File: config.mk
export PLATFORM = sky130hd
export DESIGN_NAME = alu_shift_sequencer_flat
export DESIGN_NICKNAME = d
export VERILOG_FILES = /design/src/rtl/alu_shift_sequencer_if.sv /design/src/rtl/alu_shift_sequencer.sv /design/src/flat_wrapper.sv
export SDC_FILE = /design/constraint.sdc
export NUM_CORES = 1
export LEC_CHECK = 0
export ABC_AREA = 1
export BUFFER_PORTS_ARGS = -buffer_cell sky130_fd_sc_hd__buf_2
export CAP_MARGIN = 20
export CORE_MARGIN = 2
export CORE_UTILIZATION = 45
export DETAILED_ROUTE_END_ITERATION = 12
export PLACE_DENSITY_LB_ADDON = 0.08
export SYNTH_ARGS = -nofsm -noshare
export SYNTH_HDL_FRONTEND = slang
export SYNTH_SLANG_ARGS = --single-unit
File: constraint.sdc
create_clock -name clk -period 5.5 [get_ports clk]
set_input_delay 1.375 -clock clk [delete_from_list [all_inputs] [get_ports clk]]
set_output_delay 1.375 -clock clk [all_outputs]
set_load 0.02 [all_outputs]
File: src/rtl/alu_shift_sequencer_if.sv
// Request/response bundle between a requester and alu_shift_sequencer.
interface alu_shift_sequencer_if #(
  parameter int WIDTH = 32
);
  logic             req_valid;
  logic             req_ready;
  logic [3:0]       req_funct;
  logic [WIDTH-1:0] req_a;
  logic [WIDTH-1:0] req_b;
  logic             resp_valid;
  logic             resp_ready;
  logic [WIDTH-1:0] resp_result;
  logic             resp_zero;

  modport master (
    output req_valid, req_funct, req_a, req_b, resp_ready,
    input  req_ready, resp_valid, resp_result, resp_zero
  );

  modport slave (
    input  req_valid, req_funct, req_a, req_b, resp_ready,
    output req_ready, resp_valid, resp_result, resp_zero
  );
endinterface

File: src/rtl/alu_shift_sequencer.sv
// Front-end controller for the 32-bit ALU: single-pass ops run once,
// multi-bit shifts are sequenced as repeated 1-bit ALU passes.
module alu_shift_sequencer #(
  parameter int WIDTH = 32,
  parameter int CNT_W = 5
) (
  input  logic                 clk,
  input  logic                 rst_n,
  alu_shift_sequencer_if.slave bus,
  output logic [WIDTH-1:0]     alu_a,
  output logic [WIDTH-1:0]     alu_b,
  output logic [3:0]           alu_funct,
  input  logic [WIDTH-1:0]     alu_out,
  input  logic                 alu_flagZ
);

  localparam logic [1:0] IDLE  = 2'd0;
  localparam logic [1:0] EXEC  = 2'd1;
  localparam logic [1:0] SHIFT = 2'd2;
  localparam logic [1:0] DONE  = 2'd3;

  localparam logic [3:0] F_SLA = 4'b0110;
  localparam logic [3:0] F_SRA = 4'b0111;
  localparam logic [3:0] F_SRL = 4'b1000;

  logic [1:0]       state_q, state_d;
  logic [WIDTH-1:0] acc_q, acc_d;
  logic [WIDTH-1:0] b_q, b_d;
  logic [3:0]       funct_q, funct_d;
  logic [CNT_W-1:0] cnt_q, cnt_d;
  logic [WIDTH-1:0] result_q, result_d;
  logic             zero_q, zero_d;
  logic             accept;

  function automatic logic is_shift(input logic [3:0] f);
    return (f == F_SLA) || (f == F_SRA) || (f == F_SRL);
  endfunction

  // Idle indication is gated by rst_n so nothing is accepted while held in reset.
  assign bus.req_ready   = (state_q == IDLE) && rst_n;
  assign accept          = bus.req_valid && bus.req_ready;
  assign bus.resp_valid  = (state_q == DONE);
  assign bus.resp_result = result_q;
  assign bus.resp_zero   = zero_q;

  // Drive the ALU only while a pass is in flight; zero otherwise.
  always_comb begin
    alu_a     = '0;
    alu_b     = '0;
    alu_funct = '0;
    if (state_q == EXEC) begin
      alu_a     = acc_q;
      // A zero-amount shift lands here; force B to 0 so the ALU returns A.
      alu_b     = is_shift(funct_q) ? '0 : b_q;
      alu_funct = funct_q;
    end else if (state_q == SHIFT) begin
      alu_a     = acc_q;
      alu_b     = {{(WIDTH-1){1'b0}}, 1'b1};
      alu_funct = funct_q;
    end
  end

  // Next-state and datapath updates for the sequencer.
  always_comb begin
    state_d  = state_q;
    acc_d    = acc_q;
    b_d      = b_q;
    funct_d  = funct_q;
    cnt_d    = cnt_q;
    result_d = result_q;
    zero_d   = zero_q;
    case (state_q)
      IDLE: begin
        if (accept) begin
          funct_d = bus.req_funct;
          acc_d   = bus.req_a;
          b_d     = bus.req_b;
          cnt_d   = bus.req_b[CNT_W-1:0];
          state_d = (is_shift(bus.req_funct) && (bus.req_b[CNT_W-1:0] != '0))
                    ? SHIFT : EXEC;
        end
      end
      EXEC: begin
        result_d = alu_out;
        zero_d   = alu_flagZ;
        state_d  = DONE;
      end
      SHIFT: begin
        acc_d = alu_out;
        cnt_d = cnt_q - CNT_W'(1);
        if (cnt_q == CNT_W'(1)) begin
          result_d = alu_out;
          zero_d   = alu_flagZ;
          state_d  = DONE;
        end
      end
      DONE: begin
        if (bus.resp_ready) state_d = IDLE;
      end
      default: state_d = IDLE;
    endcase
  end

  // State registers with asynchronous active-low reset.
  always_ff @(posedge clk or negedge rst_n) begin
    if (!rst_n) begin
      state_q  <= IDLE;
      acc_q    <= '0;
      b_q      <= '0;
      funct_q  <= '0;
      cnt_q    <= '0;
      result_q <= '0;
      zero_q   <= 1'b0;
    end else begin
      state_q  <= state_d;
      acc_q    <= acc_d;
      b_q      <= b_d;
      funct_q  <= funct_d;
      cnt_q    <= cnt_d;
      result_q <= result_d;
      zero_q   <= zero_d;
    end
  end

endmodule

File: src/flat_wrapper.sv
// flat-port wrapper written by rule: the top's interface ports become plain ports
module alu_shift_sequencer_flat 
#(
  parameter int WIDTH = 32,
  parameter int CNT_W = 5
)
  (clk, rst_n, alu_a, alu_b, alu_funct, alu_out, alu_flagZ, bus_req_valid, bus_req_funct, bus_req_a, bus_req_b, bus_resp_ready, bus_req_ready, bus_resp_valid, bus_resp_result, bus_resp_zero);
  alu_shift_sequencer_if #(.WIDTH(WIDTH)) bus_i ();
  input  logic clk;
  input  logic rst_n;
  output logic [WIDTH-1:0] alu_a;
  output logic [WIDTH-1:0] alu_b;
  output logic [3:0] alu_funct;
  input  logic [WIDTH-1:0] alu_out;
  input  logic alu_flagZ;
  input wire logic [$bits(bus_i.req_valid)-1:0] bus_req_valid;
  input wire logic [$bits(bus_i.req_funct)-1:0] bus_req_funct;
  input wire logic [$bits(bus_i.req_a)-1:0] bus_req_a;
  input wire logic [$bits(bus_i.req_b)-1:0] bus_req_b;
  input wire logic [$bits(bus_i.resp_ready)-1:0] bus_resp_ready;
  output wire logic [$bits(bus_i.req_ready)-1:0] bus_req_ready;
  output wire logic [$bits(bus_i.resp_valid)-1:0] bus_resp_valid;
  output wire logic [$bits(bus_i.resp_result)-1:0] bus_resp_result;
  output wire logic [$bits(bus_i.resp_zero)-1:0] bus_resp_zero;
  assign bus_i.req_valid = bus_req_valid;
  assign bus_i.req_funct = bus_req_funct;
  assign bus_i.req_a = bus_req_a;
  assign bus_i.req_b = bus_req_b;
  assign bus_i.resp_ready = bus_resp_ready;
  assign bus_req_ready = bus_i.req_ready;
  assign bus_resp_valid = bus_i.resp_valid;
  assign bus_resp_result = bus_i.resp_result;
  assign bus_resp_zero = bus_i.resp_zero;
  alu_shift_sequencer #(.WIDTH(WIDTH), .CNT_W(CNT_W)) u_core (.clk(clk), .rst_n(rst_n), .bus(bus_i), .alu_a(alu_a), .alu_b(alu_b), .alu_funct(alu_funct), .alu_out(alu_out), .alu_flagZ(alu_flagZ));
endmodule
==> metrics, run 1 <==
number of unique standard cell types used by synthesis=25; top post-synthesis cells by area=sky130_fd_sc_hd__dfrtp_1 52%, sky130_fd_sc_hd__nand2_1 14%, sky130_fd_sc_hd__nor2_1 7.8%, sky130_fd_sc_hd__o21ai_0 6.4%, sky130_fd_sc_hd__inv_1 6.2%; I/O pins=208; syn nets=783; reported net switching power=2080 µW; RSZ-0062 raised after global routing=false; sequential fraction of design power=30.5%; share of the yosys chip area belonging to registers=52.2%; Root Driver=sky130_fd_sc_hd__clkbuf_16; floorplan die height=111 µm; number of slew-limit violations in the final report=0; Core Rows=39; final total power=4500 µW; CTS sink count=108; Yosys reg bits=108; largest voltage drop on the vdd net=370 µV; global-route wire length before repair=23000 µm; clock slew at reported path FFs=70 ps; via count of the first global-routing pass=4754; first-pass detailed-route iteration total=5; largest net degree at the start of global routing=67; cell count of the worst reg-to-reg path=8; gp weighted congestion=0.830; number of violations of the max-capacitance limit=0; multi-input gate area in the final layout=1930 µm²; Chip Width=111 µm; hold path cells=2; share of Yosys cell area claimed by the top area cell type=52.2%; buffers inserted during post-CTS setup optimization=0; per-cell routed wire length=13.7 µm; critical path start-end classification=reg2out; Pleak=0.00373 µW; detailed placement HPWL=9480 µm; class of the worst hold path=reg2reg; Vias per Instance=4.86; setup skew after layout=4.33 ps; Setup-failing EPs final=0; htree depth=3; total number of nets in the final design=968; clock tree from TritonCTS=done; Commonest cells post-synth=193 x sky130_fd_sc_hd__nand2_1, 108 x sky130_fd_sc_hd__dfrtp_1, 107 x sky130_fd_sc_hd__nor2_1; async set-or-reset flop fraction in the synthesized netlist=100%; hold violation count in the final report=0; Max clock buf depth=2; shortest clock period the worst path allows after layout=3940 ps; power density over cell area=681 nW/µm²; filler instances=1087; fraction of the cycle the final worst path needs=71.6%; number of antenna violations at the first check in global routing=0; placed cell areas=6220 µm²; post-route setup TNS=0 ps; CTS buffer count=9; insertion delay of the later-clocked pin in the worst-skew pair=340 ps; starting utilization of the core area=45.8%; most repeated cell in the gate-level netlist after synthesis=sky130_fd_sc_hd__nand2_1; register area=2700 µm²; clock network power share=17.6%; DRC Markers=0; endpoint kind of the worst setup timing path=output pin; result of the run=finished, final reports clean; Post-Syn Instances=671; area growth from synthesis to layout=27.5%; ANT nets after route=0; share of post-route cells with drive strength above 1=27.5%; number of buffers added to fix hold violations after cts=0; top cell type by total area after synthesis=sky130_fd_sc_hd__dfrtp_1; wirelength, routed=13800 µm; input/output buffers=207; post-synthesis instance area=5180 µm²; data required time of the critical path=4120 ps; Internal Pwr Total=2420 µW; syn avg cell area=7.72 µm²; crit path launch type=register; relative slew slack=40.6%; total inserted antenna cells=0; final core area utilization=58.4%; prevailing post-synth register cell=sky130_fd_sc_hd__dfrtp_1; part of the total power dissipated in combinational logic=51.9%; number of resized instances in the post-cts repair step=0; total number of vias=4882; overflow left after global routing=0; Total Routing Usage GR=22.7%; share of total power consumed by net switching=46.2%; maximum fanout along the worst path=65; EDFF count, synth=0; initial drt markers=364; final design instance area without fill=6610 µm²; total of warnings raised by yosys=0; core area=11300 µm²; die area=12400 µm²; Least-Margin Pin Slew=889 ps; signal arrival time at the worst endpoint=2560 ps; f_max=0.254 GHz
## power groups by stage
| stage | Sequential, µW | Clock [µW] | Combinational [µW] |
|---|---|---|---|
| floorplan | 1500 | 0 | 1540 |
| global placement | 1370 | 0 | 2290 |
| detailed placement | 1380 | 0 | 2340 |
| CTS | 1370 | 810 | 2350 |
| global route | 1420 | 842 | 2620 |
| finish | 1370 | 793 | 2340 |
## cell type report
| type | count | share of cell area [%] |
|---|---|---|
| clock inverters | 6 | 2.05 |
| multi-input cells | 437 | 29.3 |
| well taps | 143 | 2.71 |
| clock buffers | 10 | 3.62 |
| inverters | 88 | 5.04 |
| flip-flops and latches | 108 | 40.9 |
| repair buffers | 212 | 16.4 |
## stage by stage
step | hold slack [ps] | instances | setup slack (ps)
2_1_floorplan | 453 | 671 | 2570
3_3_place_gp | 459 | 987 | 1840
3_5_place_dp | 471 | 987 | 1790
4_1_cts | 487 | 1003 | 1510
5_1_grt | 521 | 1004 | 1330
6_report | 483 | 1004 | 1560
## cells in the final DEF (no fill, tap or decap), drive strengths merged
master / netlist / layout
nand2: 194 / 194
bufinv: 0 / 4
nor3: 1 / 1
or2: 1 / 1
nor2: 110 / 110
ha: 7 / 7
o211ai: 1 / 1
nand3: 9 / 9
nand4: 2 / 2
a31oi: 32 / 32
a21oi: 2 / 2
clkbuf: 4 / 10
o21ai: 77 / 77
buf: 34 / 212
dfrtp: 108 / 108
inv: 88 / 88
o22ai: 1 / 1
clkinvlp: 0 / 2
## state kept, by name, indices dropped and copies added, names as in the netlist
| signal | flops |
|---|---|
| u_core.acc_q | 32 |
| u_core.b_q | 32 |
| u_core.bus.resp_result | 32 |
| u_core.cnt_q | 5 |
| u_core.funct_q | 4 |
| u_core.state_q | 2 |
| u_core.bus.resp_zero | 1 |
## metal layers
metal	share of wire (%)	vias up	wire length, µm	global-route usage (%)
li1	-	2437	-	-
met1	46	2274	6320	31.2
met2	47	149	6440	36.9
met3	5.1	22	697	3.28
met4	2.3	0	313	8.56
met5	0	-	0	0
## critical path, cell delays in order (launching register included)
cell	delay (ps)
sky130_fd_sc_hd__dfrtp_1	420
sky130_fd_sc_hd__inv_1	120
sky130_fd_sc_hd__ha_2	750
sky130_fd_sc_hd__nor2_4	110
sky130_fd_sc_hd__buf_4	360
sky130_fd_sc_hd__nor2_1	230
sky130_fd_sc_hd__buf_2	190
## path summary, 6_finish.rpt
check	startpoint	to	slack, ps
max in group asynchronous	rst_n	u_core.bus.resp_result[28]$_DFFE_PN0P_	3180
min in group asynchronous	rst_n	u_core.b_q[15]$_DFFE_PN0P_	1020
worst min-delay path	u_core.bus.resp_result[28]$_DFFE_PN0P_	u_core.bus.resp_result[28]$_DFFE_PN0P_	480
worst max-delay path	u_core.state_q[0]$_DFFE_PN0P_	alu_a[25]	1560
worst min register to register	u_core.bus.resp_result[28]$_DFFE_PN0P_	u_core.bus.resp_result[28]$_DFFE_PN0P_	480
worst max register to register	u_core.state_q[0]$_DFFE_PN0P_	u_core.cnt_q[2]$_DFFE_PN0P_	2670
## logic make-up (layout without fill, tap and decap cells)
| kind of cell | after synthesis | count (layout) | share of synthesized area (%) |
|---|---|---|---|
| AND/OR/NAND/NOR | 317 | 317 | 23.7 |
| buffers and inverters | 126 | 316 | 10.6 |
| AO/OA/AOI/OAI | 113 | 113 | 11.8 |
| flip-flops | 108 | 108 | 52.2 |
| adder cells (fa/ha/maj) | 7 | 7 | 1.69 |
Power figures use the tool's default switching activity.
==> run 2, diff against run 1 <==
Settings changed: CORE_UTILIZATION 45 to 44.
Clock period 5.5 ns to 3.45 ns, I/O delays scaled along.
==> metrics, run 2 (synthesis results as in run 1) <==
result of the run=finished, final reports clean (unchanged); number of slew-limit violations in the final report=0 (unchanged); class of the worst hold path=reg2reg (unchanged); reported net switching power=3300 µW (was 2080 µW); placed cell areas=6250 µm² (was 6220 µm²); largest net degree at the start of global routing=70 (was 67); input/output buffers=207 (unchanged); critical path start-end classification=reg2out (unchanged); Root Driver=sky130_fd_sc_hd__clkbuf_16 (unchanged); Vias per Instance=4.84 (was 4.86); CTS sink count=108 (unchanged); clock slew at reported path FFs=70 ps (about the same); via count of the first global-routing pass=4641 (was 4754); gp weighted congestion=0.802 (was 0.830); number of buffers added to fix hold violations after cts=0 (unchanged); hold path cells=2 (unchanged); ANT nets after route=0 (unchanged); detailed placement HPWL=9580 µm (was 9480 µm); per-cell routed wire length=13.9 µm (was 13.7 µm); insertion delay of the later-clocked pin in the worst-skew pair=350 ps (was 340 ps); first-pass detailed-route iteration total=5 (unchanged); Max clock buf depth=2 (unchanged); worst min-delay path endpoint=u_core.bus.resp_result[28]$_DFFE_PN0P_ (unchanged); power density over cell area=1070 nW/µm² (was 681 nW/µm²); floorplan die height=113 µm (was 111 µm); share of total power consumed by net switching=46.8% (was 46.2%); Hold Crit Start=u_core.bus.resp_result[28]$_DFFE_PN0P_ (unchanged); number of antenna violations at the first check in global routing=0 (unchanged); share of post-route cells with drive strength above 1=27.7% (was 27.5%); core area=11500 µm² (was 11300 µm²); wirelength, routed=13900 µm (was 13800 µm); maximum fanout along the worst path=36 (was 65); number of violations of the max-capacitance limit=0 (unchanged); overflow left after global routing=0 (unchanged); worst reg2reg endpoint=u_core.acc_q[14]$_DFFE_PN0P_ (was u_core.cnt_q[2]$_DFFE_PN0P_); total number of vias=4868 (was 4882); global-route wire length before repair=22800 µm (was 23000 µm); CTS buffer count=9 (unchanged); total inserted antenna cells=0 (unchanged); Least-Margin Pin Slew=877 ps (was 889 ps); f_max=0.325 GHz; worst reg2reg path startpoint=u_core.state_q[0]$_DFFE_PN0P_ (unchanged); data required time of the critical path=2590 ps (was 4120 ps); final design instance area without fill=6580 µm² (was 6610 µm²); setup slack, reg-to-reg=950 ps (was 2670 ps); Setup-failing EPs final=0 (unchanged); number of resized instances in the post-cts repair step=0 (unchanged); total number of nets in the final design=972 (was 968); RSZ-0062 raised after global routing=false (unchanged); initial drt markers=320 (was 364); final total power=7060 µW (was 4500 µW); top library cells by usage in the layout, fill and taps aside=206 x sky130_fd_sc_hd__buf_2, 193 x sky130_fd_sc_hd__nand2_1, 108 x sky130_fd_sc_hd__dfrtp_1, 107 x sky130_fd_sc_hd__nor2_1, 86 x sky130_fd_sc_hd__inv_1 (unchanged); Internal Pwr Total=3760 µW (was 2420 µW); Pleak=0.00372 µW (was 0.00373 µW); Total Routing Usage GR=22.5% (was 22.7%); clock tree from TritonCTS=done (unchanged); fraction of the cycle the final worst path needs=89.1%; crit path launch type=register (unchanged); signal arrival time at the worst endpoint=2210 ps (was 2560 ps); largest voltage drop on the vdd net=558 µV (was 370 µV); part of the total power dissipated in combinational logic=52.6% (was 51.9%); endpoint kind of the worst setup timing path=output pin (unchanged); buffers inserted during post-CTS setup optimization=0 (unchanged); cell count of the worst reg-to-reg path=8 (unchanged); DRC Markers=0 (unchanged); Chip Width=113 µm (was 111 µm); Core Rows=39 (unchanged); htree depth=3 (unchanged); most common library cell in the layout ignoring fill and taps=sky130_fd_sc_hd__buf_2 (unchanged); clock network power share=16.3% (was 17.6%); hold violation count in the final report=0 (unchanged); relative slew slack=41.5% (was 40.6%); die area=12700 µm² (was 12400 µm²); I/O pins=208 (unchanged); sequential fraction of design power=31.1% (was 30.5%); area growth from synthesis to layout=27.1% (was 27.5%); setup skew after layout=4.65 ps (was 4.33 ps); shortest clock period the worst path allows after layout=3080 ps; starting utilization of the core area=45.2% (was 45.8%); post-route setup TNS=0 ps (unchanged)
==> run 2: cell types whose count changed in the layout (fill, tap and decap cells not counted), sizes merged <==
cell	change
clkinv	+1
nor2	+1
buf	+3
clkinvlp	-1
clkbuf	-1
bufinv	-1
==> run 2: metrics by stage <==
stage                     worst slack [ps]  utilization, %  std cells  hold slack, ps
after floorplan                       1180               -        671             453
after CTS                              113            57.3       1005             489
after global routing                   127            57.4       1006             506
final                                  375            57.4       1006             486
after global placement                 596            54.5        991             461
after detailed placement               504            54.5        991             472
==> run 2: power groups by stage <==
stage | registers (µW) | logic, µW | clock network, µW
6_report | 2200 | 3710 | 1150
5_1_grt | 2280 | 4160 | 1230
4_1_cts | 2200 | 3740 | 1180
3_5_place_dp | 2220 | 3730 | 0
3_3_place_gp | 2190 | 3650 | 0
2_1_floorplan | 2390 | 2450 | 0
==> run 2: routing by layer <==
metal	part of all wire, %	GRT usage, %	up-vias	wire (µm)
met3	6.8	5.51	11	943
met2	49	37.1	156	6770
li1	-	-	2451	-
met4	1.0	4.80	0	141
met5	0	0	-	0
met1	44	30.6	2250	6080
==> run 2: worst max-delay path, cell delays in order, from the launching register on <==
cell	delay, ps
sky130_fd_sc_hd__dfrtp_1	400
sky130_fd_sc_hd__inv_1	100
sky130_fd_sc_hd__ha_1	290
sky130_fd_sc_hd__nor2_4	410
sky130_fd_sc_hd__buf_4	410
sky130_fd_sc_hd__nor2_1	80
sky130_fd_sc_hd__buf_2	170
==> run 2: worst max-delay path by stage <==
stage / startpoint / endpoint / slack (ps) / depth (start not counted)
global route: u_core.state_q[1]$_DFFE_PN0P_ / alu_a[2] / 130 / 6
CTS: u_core.state_q[1]$_DFFE_PN0P_ / alu_a[4] / 110 / 6
floorplan: u_core.state_q[0]$_DFFE_PN0P_ / alu_a[21] / 1180 / 6
detailed placement: u_core.state_q[1]$_DFFE_PN0P_ / alu_a[4] / 500 / 6
finish: u_core.state_q[1]$_DFFE_PN0P_ / alu_a[4] / 370 / 6
global placement: u_core.state_q[1]$_DFFE_PN0P_ / alu_a[13] / 600 / 6
==> run 2: area by class of cell <==
type                       instances  area (µm²)
clock buffer                       9         225
clock inverter                     5         103
fill                            1093        4890
inverter                          88         333
multi-input combinational        438        1940
sequential                       108        2700
tap                              143         179
timing repair buffer             215        1100
==> run 3, diff against run 2 <==
Settings changed: CORE_UTILIZATION 44 to 31.
==> metrics, run 3 (synthesis results as in run 1) <==
ANT nets after route=0 (unchanged); clock slew at reported path FFs=70 ps (about the same); hold violation count in the final report=0 (unchanged); Least-Margin Pin Slew=827 ps (was 877 ps); crit path launch type=register (unchanged); cell count of the worst reg-to-reg path=8 (unchanged); number of resized instances in the post-cts repair step=0 (unchanged); initial drt markers=254 (was 320); filler instances=1790 (was 1093); shortest clock period the worst path allows after layout=2980 ps (was 3080 ps); Core Rows=47 (was 39); DRC Markers=0 (unchanged); gp weighted congestion=0.757 (was 0.802); number of slew-limit violations in the final report=0 (unchanged); detailed placement HPWL=10600 µm (was 9580 µm); wirelength, routed=15200 µm (was 13900 µm); Chip Width=133 µm (was 113 µm); top library cells by usage in the layout, fill and taps aside=206 x sky130_fd_sc_hd__buf_2, 193 x sky130_fd_sc_hd__nand2_1, 108 x sky130_fd_sc_hd__dfrtp_1, 107 x sky130_fd_sc_hd__nor2_1, 86 x sky130_fd_sc_hd__inv_1 (unchanged); share of post-route cells with drive strength above 1=27.9% (was 27.7%); cell type of the slowest stage on the worst timing path=sky130_fd_sc_hd__dfrtp_1 (was sky130_fd_sc_hd__nor2_4); data required time of the critical path=2590 ps (about the same); power density over cell area=1050 nW/µm² (was 1070 nW/µm²); highest cell delay on the worst timing path=410 ps (about the same); placed cells=1069 (was 991); number of antenna violations at the first check in global routing=2 (was 0); hold path cells=2 (unchanged); register area=2700 µm² (unchanged); largest net degree at the start of global routing=81 (was 70); largest voltage drop on the vdd net=474 µV (was 558 µV); endpoint kind of the worst setup timing path=output pin (unchanged); overflow left after global routing=0 (unchanged); Root Driver=sky130_fd_sc_hd__clkbuf_16 (unchanged); RSZ-0062 raised after global routing=false (unchanged); final core area utilization=40.5% (was 57.4%); Final Hold Slack=485 ps (was 486 ps); first-pass detailed-route iteration total=4 (was 5); most common library cell in the layout ignoring fill and taps=sky130_fd_sc_hd__buf_2 (unchanged); signal arrival time at the worst endpoint=2120 ps (was 2210 ps); insertion delay of the later-clocked pin in the worst-skew pair=350 ps (about the same); number of violations of the max-capacitance limit=0 (unchanged); number of buffers added to fix hold violations after cts=0 (unchanged); buffers inserted during post-CTS setup optimization=0 (unchanged); global-route wire length before repair=24900 µm (was 22800 µm); total buffers and inverters traversed by the critical path=3 (unchanged); final total power=6980 µW (was 7060 µW); total number of nets in the final design=973 (was 972); clock tree from TritonCTS=done (unchanged); input/output buffers=207 (unchanged); Max clock buf depth=2 (unchanged); result of the run=finished, final reports clean (unchanged); non-filler cells, final=1087 (was 1006); Pleak=0.00372 µW (about the same); relative slew slack=44.7% (was 41.5%); multi-input gate area in the final layout=1930 µm² (was 1940 µm²); starting utilization of the core area=31.5% (was 45.2%); largest delay contributor family on the critical path=buffers and inverters (unchanged); setup skew after layout=10.9 ps (was 4.65 ps); post-route setup TNS=0 ps (unchanged); CTS sink count=108 (unchanged); area growth from synthesis to layout=28.8% (was 27.1%); maximum fanout along the worst path=25 (was 36); critical path start-end classification=reg2out (unchanged); per-cell routed wire length=14.0 µm (was 13.9 µm); die area=17800 µm² (was 12700 µm²); depth of the critical timing path with buffers and inverters included=6 (unchanged); floorplan die height=133 µm (was 113 µm); core area=16500 µm² (was 11500 µm²); cell-by-cell listing of the critical path=inv_1 > ha_1 > nor2_4 > buf_4 > nor2_1 > buf_2 (unchanged); f_max=0.336 GHz (was 0.325 GHz); class of the worst hold path=reg2reg (unchanged); Vias per Instance=4.50 (was 4.84); total number of vias=4891 (was 4868); CTS buffer count=9 (unchanged); htree depth=3 (unchanged); Setup-failing EPs final=0 (unchanged); via count of the first global-routing pass=4881 (was 4641); I/O pins=208 (unchanged); fraction of the cycle the final worst path needs=86.3% (was 89.1%); Total Routing Usage GR=17.5% (was 22.5%)
## run 3: final cells by class
type	instances	area share, %
antenna	2	0.0750
clock buffer	9	3.37
clock inverter	6	0.975
inverter	88	4.99
multi-input combinational	437	29.0
sequential	108	40.5
tap	220	4.12
timing repair buffer	217	17.0
## run 3: power by group
| group | total, µW | internal (µW) | switching, µW | leakage [µW] |
|---|---|---|---|---|
| Clock | 1040 | 561 | 477 | 0.000142 |
| Sequential | 2190 | 1900 | 283 | 0.00129 |
| Combinational | 3760 | 1160 | 2590 | 0.00229 |
## run 3: final timing paths
kind                                                         from                                      to  slack, ps
max                                 u_core.state_q[1]$_DFFE_PN0P_                               alu_a[28]        470
min                        u_core.bus.resp_result[28]$_DFFE_PN0P_  u_core.bus.resp_result[28]$_DFFE_PN0P_        480
max reg2reg                         u_core.state_q[0]$_DFFE_PN0P_  u_core.bus.resp_result[22]$_DFFE_PN0P_        980
min reg2reg                u_core.bus.resp_result[28]$_DFFE_PN0P_  u_core.bus.resp_result[28]$_DFFE_PN0P_        480
max in group asynchronous                                   rst_n  u_core.bus.resp_result[20]$_DFFE_PN0P_       1870
min in group asynchronous                                   rst_n             u_core.acc_q[8]$_DFFE_PN0P_        530
## run 3: worst min-delay path, stage by stage, from the launching register on
cell and delay, ps:
sky130_fd_sc_hd__dfrtp_1 340, sky130_fd_sc_hd__o21ai_1 60, sky130_fd_sc_hd__nand2_1 60
## run 3: stage by stage
stage / area (µm²) / setup slack, ps
floorplan: 5180 / 1180
global placement: 6350 / 898
detailed placement: 6350 / 840
CTS: 6640 / 447
global route: 6670 / 305
finish: 6670 / 472
## run 3: layer usage
layer | vias up | global-route usage [%] | routed length, µm
met5 | - | 0 | 0
met4 | 0 | 6.21 | 200
met3 | 13 | 3.84 | 1030
met2 | 142 | 27.9 | 7040
met1 | 2285 | 23.4 | 6930
li1 | 2451 | - | -
